### config.mk
export PLATFORM = sky130hd
export DESIGN_NAME = sprite_renderer
export DESIGN_NICKNAME = d
export VERILOG_FILES = /design/src/rtl/sprite_pkg.sv /design/src/rtl/sprite_addr_gen.sv /design/src/rtl/sprite_renderer.sv
export SDC_FILE = /design/constraint.sdc
export NUM_CORES = 1
export LEC_CHECK = 0
export ABC_AREA = 0
export CAP_MARGIN = 40
export CORE_ASPECT_RATIO = 0.7
export CORE_UTILIZATION = 40
export CTS_CLUSTER_SIZE = 28
export DETAILED_ROUTE_END_ITERATION = 16
export PLACE_DENSITY_LB_ADDON = 0.3
export SLEW_MARGIN = 10
export SYNTH_ARGS = -nofsm -noshare
export SYNTH_HDL_FRONTEND = slang
export SYNTH_HIERARCHICAL = 1
export SYNTH_SLANG_ARGS = --single-unit
### constraint.sdc
create_clock -name Clk -period 9.4 [get_ports Clk]
set_clock_uncertainty 0.05 [all_clocks]
set_input_delay 1.41 -clock Clk [delete_from_list [all_inputs] [get_ports Clk]]
set_output_delay 1.41 -clock Clk [all_outputs]
set_load 0.005 [all_outputs]
### src/rtl/sprite_pkg.sv
// -----------------------------------------------------------------------------
// sprite_pkg
// Shared constants and types for the sprite renderer:
//   - default sprite geometry, last visible column and transparent index
//   - rgb_t colour struct and the fixed 8-entry palette
// Optional feature macro used by the files that import this package:
//   SPRITE_MIRROR_EN (horizontal mirror with a frame-latched flip input)
// -----------------------------------------------------------------------------
package sprite_pkg;

  localparam int         SPR_W_DEFAULT      = 55;
  localparam int         SPR_H_DEFAULT      = 37;
  localparam int         H_LAST_DEFAULT     = 639;
  localparam logic [7:0] TRANSP_IDX_DEFAULT = 8'd7;

  typedef struct packed {
    logic [7:0] r;
    logic [7:0] g;
    logic [7:0] b;
  } rgb_t;

  // Entry 7 is the transparent index and never reaches the output.
  localparam rgb_t PALETTE [8] = '{
    24'h000000,  // 0 black
    24'hFFFFFF,  // 1 white
    24'h808080,  // 2 grey
    24'h808080,  // 3 grey
    24'hFFD800,  // 4 yellow
    24'hFF8000,  // 5 orange
    24'h808080,  // 6 grey
    24'h000000   // 7 unused (transparent)
  };

endpackage

### src/rtl/sprite_addr_gen.sv
// -----------------------------------------------------------------------------
// sprite_addr_gen
// Frame-latched sprite origin, in-box test and incremental ROM addressing
// (row_base + col, no multiplier). Produces a registered ROM address and a
// one-cycle-delayed valid bit for the palette stage.
// Ports:
//   Clk, Reset               pixel clock, async active-high reset
//   frame_start              latch origin (and flip) and restart counters
//   pixel_valid, DrawX/DrawY current scan position
//   pos_x, pos_y             requested origin, sampled only on frame_start
//   flip                     (SPRITE_MIRROR_EN only) horizontal mirror request
//   rom_addr                 registered sprite ROM address
//   v1                       rom_addr holds an in-sprite pixel this cycle
// Macro: SPRITE_MIRROR_EN adds the flip input and mirrored addressing.
// -----------------------------------------------------------------------------
module sprite_addr_gen
  import sprite_pkg::*;
#(
  parameter int SPR_W  = SPR_W_DEFAULT,
  parameter int SPR_H  = SPR_H_DEFAULT,
  parameter int H_LAST = H_LAST_DEFAULT
) (
  input  logic        Clk,
  input  logic        Reset,
  input  logic        frame_start,
  input  logic        pixel_valid,
  input  logic [9:0]  DrawX,
  input  logic [9:0]  DrawY,
  input  logic [9:0]  pos_x,
  input  logic [9:0]  pos_y,
`ifdef SPRITE_MIRROR_EN
  input  logic        flip,
`endif
  output logic [10:0] rom_addr,
  output logic        v1
);

  localparam int                COL_W    = $clog2(SPR_W);
  localparam logic [COL_W-1:0]  COL_LAST = COL_W'(SPR_W - 1);

  logic [9:0]       org_x_r;
  logic [9:0]       org_y_r;
  logic [10:0]      row_base_r;
  logic [COL_W-1:0] col_r;
  // Cleared by reset, set by frame_start: nothing draws from a stale origin.
  logic             armed_r;
`ifdef SPRITE_MIRROR_EN
  logic             flip_r;
`endif

  logic        in_x_s;
  logic        in_y_s;
  logic        draw_s;
  logic        row_end_s;
  logic [10:0] addr_s;

  // In-box compares widened to 11 bits so origin + size never wraps past 1023.
  always_comb begin
    in_x_s    = ({1'b0, DrawX} >= {1'b0, org_x_r}) &&
                ({1'b0, DrawX} <  ({1'b0, org_x_r} + 11'(SPR_W)));
    in_y_s    = ({1'b0, DrawY} >= {1'b0, org_y_r}) &&
                ({1'b0, DrawY} <  ({1'b0, org_y_r} + 11'(SPR_H)));
    draw_s    = pixel_valid && armed_r && in_x_s && in_y_s;
    row_end_s = pixel_valid && armed_r && in_y_s && (DrawX == 10'(H_LAST));
  end

  // Address for the current column, optionally mirrored within the row.
  always_comb begin
`ifdef SPRITE_MIRROR_EN
    if (flip_r) begin
      addr_s = row_base_r + (11'(SPR_W - 1) - 11'(col_r));
    end else begin
      addr_s = row_base_r + 11'(col_r);
    end
`else
    addr_s = row_base_r + 11'(col_r);
`endif
  end

  // Origin latch, row/column counters and the registered ROM address.
  always_ff @(posedge Clk or posedge Reset) begin
    if (Reset) begin
      org_x_r    <= 10'd0;
      org_y_r    <= 10'd0;
      row_base_r <= 11'd0;
      col_r      <= '0;
      armed_r    <= 1'b0;
      rom_addr   <= 11'd0;
      v1         <= 1'b0;
`ifdef SPRITE_MIRROR_EN
      flip_r     <= 1'b0;
`endif
    end else begin
      if (draw_s) begin
        rom_addr <= addr_s;
        v1       <= 1'b1;
      end else begin
        v1       <= 1'b0;
      end

      // frame_start beats the row advance; the row advance beats the column step,
      // which also handles right-edge clipping where col never reaches SPR_W.
      if (frame_start) begin
        org_x_r    <= pos_x;
        org_y_r    <= pos_y;
        row_base_r <= 11'd0;
        col_r      <= '0;
        armed_r    <= 1'b1;
`ifdef SPRITE_MIRROR_EN
        flip_r     <= flip;
`endif
      end else if (row_end_s) begin
        row_base_r <= row_base_r + 11'(SPR_W);
        col_r      <= '0;
      end else if (draw_s && (col_r != COL_LAST)) begin
        col_r      <= col_r + 1'b1;
      end
    end
  end

endmodule

### src/rtl/sprite_renderer.sv
// -----------------------------------------------------------------------------
// sprite_renderer
// Raster-side sprite engine: addresses the sprite ROM (combinational read)
// and maps the returned palette index to RGB with a hit flag. Fixed 2-cycle
// latency from DrawX/DrawY to sprite_hit/Red/Green/Blue.
// Ports:
//   Clk, Reset               pixel clock, async active-high reset
//   frame_start              start-of-vblank pulse, latches pos_x/pos_y
//   pixel_valid, DrawX/DrawY scan position
//   pos_x, pos_y             requested sprite origin
//   flip                     (SPRITE_MIRROR_EN only) horizontal mirror
//   rom_addr / rom_data      sprite ROM address out, palette index in
//   sprite_hit               opaque sprite pixel present (registered)
//   Red, Green, Blue         palette colour, 0 when no hit (registered)
// Macro: SPRITE_MIRROR_EN enables the flip input and mirrored addressing.
// -----------------------------------------------------------------------------
module sprite_renderer
  import sprite_pkg::*;
#(
  parameter int         SPR_W      = SPR_W_DEFAULT,
  parameter int         SPR_H      = SPR_H_DEFAULT,
  parameter int         H_LAST     = H_LAST_DEFAULT,
  parameter logic [7:0] TRANSP_IDX = TRANSP_IDX_DEFAULT
) (
  input  logic        Clk,
  input  logic        Reset,
  input  logic        frame_start,
  input  logic        pixel_valid,
  input  logic [9:0]  DrawX,
  input  logic [9:0]  DrawY,
  input  logic [9:0]  pos_x,
  input  logic [9:0]  pos_y,
`ifdef SPRITE_MIRROR_EN
  input  logic        flip,
`endif
  output logic [10:0] rom_addr,
  input  logic [7:0]  rom_data,
  output logic        sprite_hit,
  output logic [7:0]  Red,
  output logic [7:0]  Green,
  output logic [7:0]  Blue
);

  logic v1_s;
  logic hit_s;
  rgb_t colour_s;

  sprite_addr_gen #(
    .SPR_W  (SPR_W),
    .SPR_H  (SPR_H),
    .H_LAST (H_LAST)
  ) u_addr_gen (
    .Clk         (Clk),
    .Reset       (Reset),
    .frame_start (frame_start),
    .pixel_valid (pixel_valid),
    .DrawX       (DrawX),
    .DrawY       (DrawY),
    .pos_x       (pos_x),
    .pos_y       (pos_y),
`ifdef SPRITE_MIRROR_EN
    .flip        (flip),
`endif
    .rom_addr    (rom_addr),
    .v1          (v1_s)
  );

  // Indices outside the 8-entry palette are treated as transparent.
  always_comb begin
    hit_s    = 1'b0;
    colour_s = rgb_t'(24'h000000);
    if (v1_s && (rom_data < 8'd8) && (rom_data != TRANSP_IDX)) begin
      hit_s    = 1'b1;
      colour_s = PALETTE[rom_data[2:0]];
    end else begin
      hit_s    = 1'b0;
      colour_s = rgb_t'(24'h000000);
    end
  end

  // Palette stage output registers.
  always_ff @(posedge Clk or posedge Reset) begin
    if (Reset) begin
      sprite_hit <= 1'b0;
      Red        <= 8'd0;
      Green      <= 8'd0;
      Blue       <= 8'd0;
    end else begin
      sprite_hit <= hit_s;
      Red        <= colour_s.r;
      Green      <= colour_s.g;
      Blue       <= colour_s.b;
    end
  end

endmodule
## Yosys cells after proc, flatten, opt, wreduce, memory -nomap -nowiden

Memories as Yosys holds them, arrays and structs flattened.
Index checks and enable logic that the tools add are counted.

- Output and inout port bits: 36
- Latch bits: 0
- Memories kept: 1
- Register bits after elaboration: 75
- Memory bits (read-only): 192
- Logic and storage cells: 49
- Bits of input ports: 52
- Bits in writable memories: 0

- Divide/modulo/power cells: 0
- Muxes and demuxes: 10
- Shift operators: 0
- $mul: 0
- Reductions and logical operators: 12
- Bitwise gates (word level): 1
- Add/sub/neg operators: 5
- Eq/ne operators: 3
- $lt $le $gt $ge: 6

Memory list:

| memory | words | bits a word | rd ports | clocked after memory_dff | wr ports | line | source |
|---|---|---|---|---|---|---|---|
| (no name shown) | 8 | 24 | 1 | 0 | 0 | sprite_renderer.sv:74 | `colour_s = PALETTE[rom_data[2:0]];` |

Operators by type and width:

| operator | count |
|---|---|
| 24-bit 2-to-1 mux | 3 |
| 10-bit by 6-bit adder with 11-bit output, second input constant | 2 |
| 10-bit by 11-bit < comparator with 1-bit output | 2 |
| 11-bit 2-to-1 mux | 2 |
| 10-bit >= comparator | 2 |
| 6-bit 2-to-1 mux | 3 |
| 11-bit by 6-bit adder with 11-bit output | 1 |
| 11-bit by 6-bit adder with 11-bit output, second input constant | 1 |
| 10-bit equality test, second input constant | 1 |
| 1-bit logical AND | 10 |
| 8-bit by 4-bit < comparator with 1-bit output, second input constant | 1 |
| 8-bit by 3-bit != test with 1-bit output, second input constant | 1 |
| 6-bit by 1-bit adder with 6-bit output, second input constant | 1 |
| 6-bit != test, second input constant | 1 |
| 4-bit >= comparator, second input constant | 1 |
| 3-bit inverter with 4-bit output | 1 |
| 3-bit nonzero test | 1 |
| 1-bit 2-to-1 mux | 2 |
| 2-bit nonzero test | 1 |

## Depth between registers and ports, before layout

Gate-level depths: netlist of run 1.

- Depth after elaboration: 9
- Mapped depth: 16
- Mapped depth without buffers: 14

## Modules after synthesis

The synthesis of run 1 kept the hierarchy.

Modules (own cells, without submodules):

| module | area each (µm²) | seq. area each (µm²) | cells an instance | instances |
|---|---|---|---|---|
| sprite_addr_gen | 3629.7 | 1251.2 | 403 | 1 |
| sprite_renderer | 394.1 | 150.1 | 41 | 1 |

## Least setup slack after synthesis of run 1

OpenSTA, ideal clock, no wires.

- Path kind: input port to flip-flop
- From: input DrawY[8]
- To: register u_addr_gen.row_base_r[8]
- Stages on the path: 9
- Path slack: 6.041 ns
- Data required time: 9.222 ns
- Buffers on the path: 1
- Library setup time: 0.128 ns
- Arrival: 3.181 ns
- Path through: ha_1 > a21o_1 > a211oi_1 > o21ai_1 > o21ai_4 > nand4_2 > buf_6 > nor3_1 > mux2_1

- Cells in the longest elaborated chain, start to end: 5
- Elaborated cells between the ends (all ways): 6
- Those cells by class: 2 x order compare; 4 x reduce/logical

Ends and longest elaborated chain:

| item | line | source |
|---|---|---|
| start: declaration | sprite_renderer.sv:30 | `input logic [9:0] DrawY,` |
| 10-bit by 11-bit < comparator with 1-bit output or 10-bit >= comparator (tied branches) | sprite_addr_gen.sv:62, sprite_addr_gen.sv:61 |  |
| 1-bit logical AND (*) | sprite_addr_gen.sv:61 | `in_y_s = ({1'b0, DrawY} >= {1'b0, org_y_r}) &&` |
| 1-bit logical AND (*) (2 in a row) | sprite_addr_gen.sv:64 | `row_end_s = pixel_valid && armed_r && in_y_s && (DrawX == 10'(H_LAST));` |
| 2-bit nonzero test (no source line) (*) | -- |  |
| end signal: assignment | sprite_addr_gen.sv:113 | `row_base_r <= row_base_r + 11'(SPR_W);` |
| end: declaration | sprite_addr_gen.sv:43 | `logic [10:0] row_base_r;` |

Every way passes the cells marked *; elsewhere a longest branch is shown, timed or not.
A chain may end at the register's enable or synchronous reset.

## Worst setup path after layout of run 1

- From: input DrawY[0]
- To: register u_addr_gen.col_r[5]

- Cells in the longest elaborated chain, start to end: 6
- Elaborated cells between the ends (all ways): 10
- Those cells by class: 2 x order compare; 2 x mux; 6 x reduce/logical

Ends and longest elaborated chain:

| item | line | source |
|---|---|---|
| 10-bit by 11-bit < comparator with 1-bit output or 10-bit >= comparator (tied branches) | sprite_addr_gen.sv:62, sprite_addr_gen.sv:61 |  |
| 1-bit logical AND (*) | sprite_addr_gen.sv:61 |  |
| 1-bit logical AND (2 in a row) | sprite_addr_gen.sv:64 |  |
| 6-bit 2-to-1 mux | sprite_addr_gen.sv:112 | `end else if (row_end_s) begin` |
| 6-bit 2-to-1 mux | sprite_addr_gen.sv:103 | `if (frame_start) begin` |
| end signal: assignment | sprite_addr_gen.sv:116 | `col_r <= col_r + 1'b1;` |
| end: declaration | sprite_addr_gen.sv:44 | `logic [COL_W-1:0] col_r;` |

Marks and branches as above.

==> results of run 1 <==
[critical path, cell delays in order]
cell and delay, ps:
clkdlybuf4s50_1 450, inv_1 50, ha_1 280, a21boi_1 120
o22ai_1 120, o31ai_2 280, and2_1 270, nand4_4 370
or4_1 610, a21oi_1 160
[state kept, by name (all words and copies together), names as in the netlist]
name / cells
u_addr_gen/v1: 1
u_addr_gen/row_base_r: 11
Red: 1
u_addr_gen/col_r: 6
sprite_hit: 1
u_addr_gen/armed_r: 1
Blue: 2
u_addr_gen/org_y_r: 10
u_addr_gen/rom_addr: 11
Green: 2
u_addr_gen/org_x_r: 10
[logic make-up (layout without fill, tap and decap cells)]
kind of cell,Yosys count,in the layout
AO/OA/AOI/OAI,112,112
XOR/XNOR,26,26
adder cells (fa/ha/maj),52,52
buffers and inverters,73,138
flip-flops,56,56
multiplexers,2,2
AND/OR/NAND/NOR,123,123
[metal layers]
metal / up-vias / global-route usage [%]
met5: - / 0
met4: 0 / 4.714
met3: 9 / 2.593
met2: 60 / 27.48
met1: 1525 / 24.56
li1: 1664 / -
[synth_stat cells, types with 2 or more instances]
cell / number
a211o_1: 2
a211oi_1: 5
a21o_1: 4
a21oi_1: 28
a31oi_1: 2
and2_1: 2
and3_1: 3
buf_2: 3
buf_4: 19
clkbuf_1: 9
dfrtp_1: 56
ha_1: 51
inv_1: 41
nand2_1: 47
nand2b_1: 4
nand3_1: 8
nand3b_1: 2
nand4_1: 6
nor2_1: 11
nor2b_1: 6
nor3_1: 7
nor4_1: 5
o211ai_1: 2
o21a_1: 5
o21ai_0: 45
o21ai_1: 2
o31ai_1: 4
or2_2: 3
or3_1: 7
or4_1: 6
xnor2_1: 21
xor2_1: 5
[stage by stage]
step	area, µm²	hold WS, ps	util (%)
3_5_place_dp	4880	413.0	50.19
5_1_grt	5030	447.4	51.74
3_3_place_gp	4860	403.7	49.99
4_1_cts	5030	432.9	51.74
2_1_floorplan	4024	386.7	-
6_report	5030	431.1	51.74
[worst paths after layout]
check	startpoint	to	slack (ps)	cells after the start
worst max-delay path	DrawY[0]	u_addr_gen/col_r[5]	5430	10
worst min-delay path	u_addr_gen/armed_r	u_addr_gen/armed_r	430	1
worst max register to register	u_addr_gen/org_y_r[0]	u_addr_gen/col_r[5]	5690	13
worst min register to register	u_addr_gen/armed_r	u_addr_gen/armed_r	430	1
max in group asynchronous	Reset	u_addr_gen/col_r[4]	7410	3
min in group asynchronous	Reset	Blue[6]	1310	2
[cell type report]
class	count	area, µm²	area share (%)
Clock buffer	5	125.1	2.488
Clock inverter	3	25.02	0.4975
Inverter	41	153.9	3.060
Multi-Input combinational cell	315	2266	45.05
Sequential cell	56	1401	27.86
Tap cell	128	160.2	3.184
Timing Repair Buffer	89	898.4	17.86
[placed cells by master (no fill, tap or decap), types with 8 or more instances in the layout]
cell              n
nor2_1           11
nand3_1           8
inv_1            40
clkdlybuf4s50_1  87
o21ai_0          45
ha_1             51
dfrtp_1          56
a21oi_1          28
xnor2_1          21
nand2_1          47
[where the power goes]
part           leakage (µW)  internal, µW  switching (µW)
clock network     0.0000708           101            92.0
registers          0.000740           251            8.95
logic               0.00138          73.5            76.4
==> run metrics, run 1 <==
grt ovf=0; post-route insts no fill=approximately 640; Clock transition at path regs=around 80 ps; Pre-Repair DR Iteration Count=4; Final Hold Viols=0; EDFF count, synth=0; Final TNS setup=0 ps; largest family of logic cells by synthesized area=compound AO/OA/AOI/OAI gates; filler instances=a little under 900; Final period util=42.28%; First DRT Iteration DRCs=158; cell row count=30; Top Ports=around 90; Min Clock Period, post-route=~4000 ps; largest cells by area after synthesis=dfrtp_1, ha_1, o21ai_0; mean post-synth cell area=9.063 µm²; Crit Path Category=primary input to flip-flop; Critical Path RT=about 9600 ps; I/O Buffers=a little under 90; Ant. Diodes=0; synth unique cells=55; via count=approximately 3300; leading area contributor after synthesis=dfrtp_1; CTS buffer count=5; Least-Margin Pin Slew=roughly 490 ps; Post-CTS Resized=0; core box area=approximately 9700 µm²; pwr/cell area=around 120 nW/µm²; WL final=roughly 8500 µm; Crit. End Element=flip-flop; pre-CTS setup slack=between 5000 and 6000 ps; outcome=finished clean; post-synthesis mux area share=less than 1%; Hold Path Class=flip-flop to flip-flop; layout cells sized above 1=a little under 5%; # Max-Cap Violations=0; maximum root-to-sink buffer count=2; initial core utilization=between 40% and 50%; Clk Latency, worst-skew pair=around 300 ps; sequential-to-total area share from yosys stat=34.83%; slew margin rel.=roughly 67%; # clock sinks=56; Max IR drop VDD=~0.07 mV; via/cell ratio=5.115; post-synthesis cell count=444; Synth Area in Simple Gates=between 15 and 20%; wl on met1=~4400 µm; Net Count, Synth=~550; die area=~10000 µm²; CTS tree=yes; largest net degree at the start of global routing=57; H-tree depth=2; number of global-route vias before repair=between 3000 and 4000; Post-synth ARST share=100.0%; Antenna Violating Nets Remaining=0; Final Slew Violations=0; RSZ-0062 raised after global routing=no; Root Buffer Master=clkbuf_16; placed insts=629; critical path fanouts, max=34; Tot Pwr=roughly 600 µW; Synthesis Warnings=6; Startpoint Class=primary input; Yosys top cell area share=34.83%; drt drc=0; Max Used Layer=met4; Die X-Extent=121.9 µm; hold-fix buffer count after cts=0; Max Fclk=around 250 MHz; LEAKAGE=about 0.0022 µW; Yosys reg bits=56; synthesis-to-layout area growth=25.00%; Synth Area in Adders=about 16%; gpl congestion=around 0.9; Worst Slack Setup Final=approximately 5400 ps; Synth Area in Compound Gates=17.72%; wire per inst=approximately 13 µm; final setup fails=0; Nets=roughly 610; initial antenna violation count=0; All-Layer GR Usage=17.34%; cell area after synthesis=a little over 4000 µm²; Die Y-Extent=around 86 µm; dpl hpwl=6738 µm; ys flop type=dfrtp_1; Met3 Routed Length=approximately 310 µm; first-pass GRT wire length=about 14000 µm; WL met2=between 3000 and 4000 µm; Arr. time, crit path=4140 ps; post-CTS setup buffer count=0; XOR/XNOR Fraction of Synth Area=5.659%
Power figures use the tool's default switching activity.
==> inputs of run 2 (changes only) <==
- clock period: 9.4 -> 3.8 ns (I/O delays scaled with it)
==> run 2 against run 1 <==
  * Worst setup slack got worse by 5100 ps
  * Final area increased by 0.75%
  * First-iteration DRC count increased by 15%
  * Count of clock-buffer cells in the layout unchanged
  * Global-route usage increased by 0.40 points
  * Die area unchanged
  * Power increased to 2.6 times the previous value
  * Sequential power increased by 150%
  * Hold slack improved by 1.3 ps
  * Cell count increased by 0.31%
  * Sequential share of layout area decreased by 0.21 points
  * Via count increased by 0.61%
  * Largest cell class unchanged
==> run metrics, run 2 (same netlist as run 1, synthesis figures left out) <==
critical path fanouts, max=12 (-65%); via count=3278 (+0.61%); Top cell by count, worst path=ha_1; slew margin rel.=58.63% (-8.5 points); Crit. End Element=flip-flop; H-tree depth=2 (unchanged); hold-fix buffer count after cts=0 (unchanged); Worst Path Buf+Inv=0 (-2); Clk Latency, worst-skew pair=290 ps (about the same); wire per inst=14.04 µm (+5.3%); Pre-Repair DR Iteration Count=4 (unchanged); Final TNS setup=0 ps (unchanged); Final Slew Violations=0 (unchanged); most common cell after layout, fill and taps aside=clkdlybuf4s50_1; Largest regs=u_addr_gen/rom_addr: 11 flops, u_addr_gen/row_base_r: 11 flops; largest net degree at the start of global routing=33 (-42%); Clock transition at path regs=70 ps (about the same); Hold Slack=432.4 ps (+1.298 ps); Arr. time, crit path=3670 ps (-470 ps); drt drc=0 (unchanged); synthesis-to-layout area growth=25.93%; Top Ports=88 (unchanged); post-route insts no fill=639 (+0.31%); multi-input logic area=2266 µm² (unchanged); Critical Path RT=3960 ps (-5610 ps); Antenna Violating Nets Remaining=0 (unchanged); pwr/cell area=304.1 nW/µm² (+150%); Die Y-Extent=85.92 µm (unchanged); RSZ-0062 raised after global routing=no; Worst Slack Setup Final=293.6 ps (-5132 ps); # clock sinks=56 (unchanged); dpl hpwl=7202 µm (+6.9%); First DRT Iteration DRCs=182 (+15%); filler instances=873 (-0.11%); Post-Route Utilization=52.12% (+0.39 points); CP max-delay cell=or4_1; pre-CTS setup slack=315.6 ps (-4763 ps); via/cell ratio=5.130 (+0.30%); crit-path cells=ha_1 > or2_4 > a31oi_4 > nor3_1 > xnor2_1 > ha_1 > a21o_1 > a211oi_1 > o21ai_1 > o21ai_4 > nand4_2 > or4_1 > a21oi_1; Max Fclk=between 200 and 300 MHz; grt ovf=0 (unchanged); family with the most delay on the worst path=simple AND/OR/NAND/NOR gates; Root Buffer Master=clkbuf_16; initial core utilization=41.39% (unchanged); maximum root-to-sink buffer count=2 (unchanged); Min Clock Period, post-route=roughly 3500 ps; Ant. Diodes=0 (unchanged); All-Layer GR Usage=17.74% (+0.40 points); die area=10470 µm² (unchanged); placed insts=631 (+0.32%); Max IR drop VDD=0.1787 mV (+150%); Post-CTS Resized=0 (unchanged); Final Hold Viols=0 (unchanged); Hold Path Class=flip-flop to flip-flop; LEAKAGE=0.002208 µW (+1.0%); cell row count=30 (unchanged); CTS buffer count=5 (unchanged); Die X-Extent=121.9 µm (unchanged); final setup fails=0 (unchanged); gpl congestion=0.8466 (-6.3%); Final period util=between 90 and 100%; core box area=9722 µm² (unchanged); WL final=8970 µm (+5.7%); layout cells sized above 1=5.284% (+0.37 points); Nets=614 (+0.33%); CTS tree=yes; I/O Buffers=87 (unchanged); FF+latch area=1401 µm² (unchanged); initial antenna violation count=0 (unchanged); number of global-route vias before repair=3210 (+1.7%); # Max-Cap Violations=0 (unchanged); post-CTS setup buffer count=0 (unchanged); max incr delay on CP=580 ps (-30 ps); outcome=finished clean; Crit Path Category=flip-flop to flip-flop; first-pass GRT wire length=14770 µm (+1.9%); commonest cells after routing, fill and taps aside=clkdlybuf4s50_1, dfrtp_1, ha_1; Least-Margin Pin Slew=618.6 ps (+125.8 ps); Startpoint Class=flip-flop
[run 2: cell count changes in the layout (fill, tap and decap cells not counted), sizes merged]
cell and change:
buf +2, clkinv +2, clkinvlp -1, bufinv +1, inv -2
[run 2: routing by layer]
metal  wire, µm  vias to the layer above  track usage (%)
met4         42                        0            3.591
met5          0                        -                0
li1           -                     1663                -
met2       4106                       51            30.05
met1       4513                     1560            24.09
met3        308                        4            2.527
[run 2: per-stage QoR]
stage | instance area, µm² | total power (µW)
floorplan | 4024 | 893.3
CTS | 5067 | 1562
global placement | 4875 | 1015
global route | 5067 | 1637
finish | 5067 | 1541
detailed placement | 4895 | 1031
[run 2: final cells by class]
type,instances,share of cell area [%]
timing repair buffer,91,18.02
multi-input combinational,315,44.72
clock buffer,5,2.469
sequential,56,27.65
tap,128,3.161
clock inverter,3,0.9383
inverter,41,3.037
[run 2: worst paths after layout]
kind | slack (ps) | depth (start not counted) | to | from
worst max register to register | 290 | 13 | u_addr_gen/row_base_r[10] | u_addr_gen/org_y_r[0]
worst min-delay path | 430 | 1 | u_addr_gen/armed_r | u_addr_gen/armed_r
min in group asynchronous | 480 | 2 | Green[7] | Reset
worst min register to register | 430 | 1 | u_addr_gen/armed_r | u_addr_gen/armed_r
max in group asynchronous | 2620 | 3 | u_addr_gen/row_base_r[7] | Reset
worst max-delay path | 290 | 13 | u_addr_gen/row_base_r[10] | u_addr_gen/org_y_r[0]
[run 2: report_power, final]
group / internal (µW) / leakage (µW) / total (µW) / switching [µW]
logic: 183 / 0.00138 / 374 / 191
registers: 621 / 0.000740 / 645 / 24.2
clock network: 313 / 0.0000840 / 522 / 209
